### src/rtl/cmul_arbiter.sv
// Round-robin scheduler sharing one pipelined complex multiplier between two requesters.
// A tag pipeline tracks ownership of in-flight ops; credits keep the per-requester result FIFOs from overflowing.
module cmul_arbiter #(
  parameter int MULT_LAT   = 9,
  parameter int FIFO_DEPTH = 16
) (
  input  logic        clock,
  input  logic        reset,
  input  logic        req0_valid,
  output logic        req0_ready,
  input  logic [48:0] req0_a,
  input  logic [47:0] req0_b,
  input  logic        req1_valid,
  output logic        req1_ready,
  input  logic [48:0] req1_a,
  input  logic [47:0] req1_b,
  output logic [48:0] mul_element1,
  output logic [47:0] mul_element2,
  input  logic [48:0] mul_new1,
  output logic        rsp0_valid,
  input  logic        rsp0_ready,
  output logic [48:0] rsp0_data,
  output logic        rsp1_valid,
  input  logic        rsp1_ready,
  output logic [48:0] rsp1_data,
  output logic        busy
);
  localparam int AW     = $clog2(FIFO_DEPTH);
  localparam int CW     = AW + 1;
  localparam int STAGES = MULT_LAT + 1;

  logic [1:0]           valid, grant, elig, push, rsp_valid, rsp_ready;
  logic [1:0][48:0]     a, rsp_data;
  logic [1:0][47:0]     b;
  logic [1:0][CW-1:0]   credit;
  logic                 last_grant;
  logic [STAGES:1]      tag_vld, tag_id;

  assign valid     = {req1_valid, req0_valid};
  assign a         = {req1_a, req0_a};
  assign b         = {req1_b, req0_b};
  assign rsp_ready = {rsp1_ready, rsp0_ready};

  always_comb begin
    for (int i = 0; i < 2; i++) elig[i] = valid[i] & (credit[i] != '0);
    grant[0] = elig[0] & (~elig[1] | last_grant);
    grant[1] = elig[1] & (~elig[0] | ~last_grant);
  end

  assign req0_ready = grant[0];
  assign req1_ready = grant[1];

  // Stage 1 travels with the registered multiplier operands; the last stage lines up with mul_new1.
  always_ff @(posedge clock or posedge reset) begin
    if (reset) begin
      mul_element1 <= '0;
      mul_element2 <= '0;
      tag_vld      <= '0;
      tag_id       <= '0;
      last_grant   <= 1'b1;
    end else begin
      mul_element1 <= grant[0] ? a[0] : grant[1] ? a[1] : '0;
      mul_element2 <= grant[0] ? b[0] : grant[1] ? b[1] : '0;
      tag_vld      <= {tag_vld[STAGES-1:1], |grant};
      tag_id       <= {tag_id[STAGES-1:1], grant[1]};
      if (|grant) last_grant <= grant[1];
    end
  end

  for (genvar i = 0; i < 2; i++) begin : g_req
    logic [48:0]   mem [FIFO_DEPTH];
    logic [AW-1:0] wr_ptr, rd_ptr;
    logic [CW-1:0] count, inflight;
    logic          pop;

    assign push[i]      = tag_vld[STAGES] & (tag_id[STAGES] == 1'(i));
    assign rsp_valid[i] = count != '0;
    assign rsp_data[i]  = mem[rd_ptr];
    assign pop          = rsp_valid[i] & rsp_ready[i];
    assign credit[i]    = CW'(FIFO_DEPTH) - inflight - count;

    always_ff @(posedge clock or posedge reset) begin
      if (reset) begin
        for (int k = 0; k < FIFO_DEPTH; k++) mem[k] <= '0;
        wr_ptr   <= '0;
        rd_ptr   <= '0;
        count    <= '0;
        inflight <= '0;
      end else begin
        if (push[i]) begin
          mem[wr_ptr] <= mul_new1;
          wr_ptr      <= wr_ptr + 1'b1;
        end
        if (pop) rd_ptr <= rd_ptr + 1'b1;
        case ({push[i], pop})
          2'b10:   count <= count + 1'b1;
          2'b01:   count <= count - 1'b1;
          default: ;
        endcase
        case ({grant[i], push[i]})
          2'b10:   inflight <= inflight + 1'b1;
          2'b01:   inflight <= inflight - 1'b1;
          default: ;
        endcase
      end
    end
  end

  assign rsp0_valid = rsp_valid[0];
  assign rsp1_valid = rsp_valid[1];
  assign rsp0_data  = rsp_data[0];
  assign rsp1_data  = rsp_data[1];
  assign busy       = (|tag_vld) | rsp_valid[0] | rsp_valid[1];
endmodule

### config.mk
export PLATFORM = sky130hd
export DESIGN_NAME = cmul_arbiter
export DESIGN_NICKNAME = d
export VERILOG_FILES = /design/src/rtl/cmul_arbiter.sv
export SDC_FILE = /design/constraint.sdc
export NUM_CORES = 2
export LEC_CHECK = 0
export CORE_MARGIN = 8
export CORE_UTILIZATION = 60
export CTS_CLUSTER_SIZE = 8
export DETAILED_ROUTE_END_ITERATION = 8
export HOLD_SLACK_MARGIN = 0.08
export PLACE_DENSITY = 0.8
export SETUP_SLACK_MARGIN = 0.5
export SLEW_MARGIN = 25
export SYNTH_ARGS = -nofsm -noshare
export SYNTH_HDL_FRONTEND = slang
export SYNTH_SLANG_ARGS = --single-unit
export TNS_END_PERCENT = 5
### constraint.sdc
create_clock -name clock -period 68.5 [get_ports clock]
set_input_delay 13.7 -clock clock [delete_from_list [all_inputs] [get_ports clock]]
set_output_delay 13.7 -clock clock [all_outputs]
set_load 0.01 [all_outputs]
# After elaboration in Yosys (flattened, before gate mapping)
# Index checks and enable logic that the tools add are counted.
# totals
register_bits,1722
input_bits,249
out_inout_bits,200
elab_cells,127
# classes
n_addsub,16
magnitude_cmp,6
n_eq_ne,8
mux,20
bitwise_logic,20
n_reduce_logical,12
# ops
op,count
$bwmux 784,2
$bmux 49 s4,2
$demux 49 s4,2
$mux 49,8
$mux 48,2
$pmux 5 s2,4
$add 5x1->5 const B,4
$ge 5x5->1 const B,4
$not 4->5,4
$reduce_bool 5->1,4
$sub 5x1->5 const B,4
$add 4x1->4 const B,4
$lt 5x1->1 const B,2
$reduce_or 10->1,1
$sub 5x5->5,2
$sub 5x5->5 const A,2
$and 1x1->1,8
$eq 2x1->1 const B,4
$eq 2x2->1 const B,4
$reduce_bool 2->1,4
$not 1->1,4
$or 1x1->1,4
$logic_and 1x1->1,2
$reduce_or 2->1,1

# Logic depth before layout (Yosys ltp)
# logic_depth
depth_word,9
mapped_depth,20
depth_no_buf,17

# Worst setup path before layout
# Ideal clock, no wire load.
# synth_path
path_type,input to output
startpoint,in req0_valid
endpoint,out req1_ready
arrival_ps,14268
t_required_ps,54800
setup_slack_ps,40532
stages,4
path_buffers,2
path_cell_list,o31ai_4 > o211a_1 > buf_6 > buf_4
# synth_between
elab_chain_len,4
# synth_lines
element,line_no,rtl
"start, declared",9,"input logic req0_valid,"
$and 1x1->1,45,for (int i = 0; i < 2; i++) elig[i] = valid[i] & (credit[i] != '0);
$not 1->1,47,grant[1] = elig[1] & (~elig[0] | ~last_grant);
$or 1x1->1,47,
$and 1x1->1,47,
"end, declared",14,"output logic req1_ready,"
# Every way passes these cells.

# Final worst setup path
# layout_path
startpoint,in req0_valid
endpoint,out req0_ready
# layout_between
elab_chain_len,2
# layout_lines
element,line_no,rtl
$and 1x1->1,45,
$and 1x1->1,46,grant[0] = elig[0] & (~elig[1] | last_grant);
"end, declared",10,"output logic req0_ready,"
# Every way passes these cells.

==> metrics.txt <==
status=finished clean; total gr overflow=0; CTS root buffer=clkbuf_16; layout cells sized above 1=50.3%; Worst Setup EP=req0_ready; type of origin of the critical path=input port; critical path type=input port to output pin; area leader, netlist=dfrtp_1; Power Total=0.00467 W; # H-tree levels=4; largest net degree at the start of global routing=191; Synth top area share=56.4%; Top delay family on crit path=buffers and inverters; Layout Skew=22.8 ps; Setup crit end kind=output pin; worst hold path class=flip-flop to flip-flop; Syn. warnings=0; layout overhead on the synthesized area=15.4%; Worst R2R Start=g_req[0].inflight[1]$_DFFE_PP0P_; clk buf depth=3; final setup TNS=0 ps; Synth Cell Area=0.0763 sq mm; Worst path depth=5; core outline area=0.127 sq mm; Rows=131; fillers=8133; M1 GR Usage=36.8%; area of the multi-input gates=0.0316 sq mm; fin area=0.0881 sq mm; Critical-path top delay cell=clkdlybuf4s50_1; Post-synth top flop=dfrtp_1; commonest non-fill, non-tap cell in the layout=dfrtp_1; syn nets=4877; Num CTS Buffers=233; Power Density=53.0 mW/mm^2; most frequent cells in the layout=dfrtp_1, mux2_2, mux4_2; Total GRT Usage=27.7%; CTS tree=built; LEAKAGE=37.4 nW; final WL=191 mm; Req. time, crit path=54800 ps; Worst Reg2Reg Path Length in Cells=16; first-pass GRT wire length=295 mm; vias in the first global route=47164; Post-DP Area=0.0820 sq mm; Fmax=34.4 MHz; 1st-iter DRT viols=3072; vias after detailed routing=42409; Final nets=5184; HPWL after DPL=106 mm; post-route minimum period=29100 ps; Setup-failing EPs final=0; IO Count=449; Die H=373 um; register area share after synthesis=56.5%; antenna-violating nets left=0; die width=373 um; critical path data arrival time=15400 ps; port bufs=448; Clock transition at path regs=50 ps; VDD IR max=0.0574 mV; most used cell along the critical path=clkdlybuf4s50_1; crit-path cells=clkdlybuf4s50_1 > o31ai_4 > a31oi_4 > buf_4 > clkdlybuf4s50_1; Setup WS post-layout=39400 ps; Crit path largest cell delay=610 ps; DRT Pass-1 Iters=5; vias per cell=6.44; fin crit share=42.5%; Synth Register Bits=1722; post-placement setup slack=39400 ps; Post-synth EDFFs=0; cts hold-fix bufs=0; # DRC=0; M3 GR Usage=6.74%; CTS sink count=1722; Slew headroom=22.1%; Post-CTS Setup Inserts=0; Initial Util=60.2%; crit path buf inv count=3; GRT Max-Usage Layer=met2; Cell variety after synth=44; RePlAce Congestion=0.815; Cells after Synth=4585; Max-Cap Viols=0; drt wl/cell=29.0 um; met2 Use GR=45.9%; Die Area=0.139 sq mm; Reg area=0.0431 sq mm; async set-reset flop share out of synthesis=100%; reg2reg end=g_req[1].inflight[4]$_DFFE_PP0P_; r2r setup slk=63930 ps; Worst-Skew Late Latency=830 ps; Worst-Margin Slew=1170 ps; fin. max-slew vios=0; final hold vios=0; CP Max Fanout=31; initial antenna violation count=16; syn_area_per_cell=16.6 sq um; synth top area cells=dfrtp_1, mux2_2, mux4_2; RSZ-0062 raised after global routing=false; critical path launch point=req0_valid; post-CTS sizing=0
==> Yosys cell counts (all sizes together) (3+ instances only) <==
library cell  count
dfrtp          1721
mux2           1572
mux4            490
clkbuf          283
buf             164
a22o             97
nand2            40
ha               39
inv              34
nor2             19
xnor2            18
xor2             17
a21oi            14
o21ai            12
nand3             7
nor2b             6
nor3              6
and3              5
nand4             5
fa                4
or4               4
a31oi             3
nand2b            3
==> worst min-delay path by stage <==
stage,startpoint,endpoint,slack (ps),depth (start not counted)
floorplan,tag_id[9]$_DFF_PP0_,tag_id[10]$_DFF_PP0_,330,0
global placement,tag_id[1]$_DFF_PP0_,tag_id[2]$_DFF_PP0_,330,0
detailed placement,tag_id[2]$_DFF_PP0_,tag_id[3]$_DFF_PP0_,340,0
CTS,tag_id[2]$_DFF_PP0_,tag_id[3]$_DFF_PP0_,340,0
global route,tag_id[9]$_DFF_PP0_,tag_id[10]$_DFF_PP0_,350,0
finish,tag_id[2]$_DFF_PP0_,tag_id[3]$_DFF_PP0_,340,0
==> routing by layer <==
metal  up-vias  part of all wire, %  wire [um]
li1      17650                    -          -
met3       336                  6.6      12600
met4         2                  2.7       5080
met1     23170                   41      77700
met5         -               0.0058         11
met2      1251                   50      95400
==> cells by family (layout without fill, tap and decap cells) <==
family                   count (synthesis)  after routing  share of synthesized area [%]
XOR/XNOR                                37             37                          0.461
AND/OR/NAND/NOR                        102            102                          0.644
multiplexers                          2064           2064                           37.7
other                                    0              6                              0
flip-flops                            1722           1722                           56.5
buffers and inverters                  482            818                           2.57
AO/OA/AOI/OAI                          135            135                           1.43
adder cells (fa/ha/maj)                 43             43                          0.744
==> state kept, by name, summed over array words and instances, names as in the netlist <==
signal and flops:
g_req.mem 1568, mul_element1 49, mul_element2 48, g_req.count 10, g_req.inflight 10, tag_id 10
tag_vld 10, g_req.rd_ptr 8, g_req.wr_ptr 8, last_grant 1
==> final cells by class <==
class	instances	area share [%]
repair buffers	519	5.69
flip-flops and latches	1722	49.0
inverters	35	0.163
clock inverters	14	0.230
diodes	6	0.0171
clock buffers	250	6.74
multi-input cells	2381	35.8
well taps	1662	2.36
==> stage by stage <==
step	cells	utilization (%)	hold slack, ps
finish	6589	69.4	336
detailed placement	6318	64.7	337
global route	6586	69.4	351
floorplan	4585	-	331
CTS	6582	69.5	343
global placement	6314	64.6	333
==> power by group <==
group          internal [W]  total [W]  leakage [nW]  switching [W]
Sequential          0.00152    0.00179          20.8       0.000277
Combinational       0.00112    0.00187          13.6       0.000753
Clock              0.000600    0.00101          3.00       0.000407
Total               0.00323    0.00467          37.4        0.00144
Power figures use the tool's default switching activity.
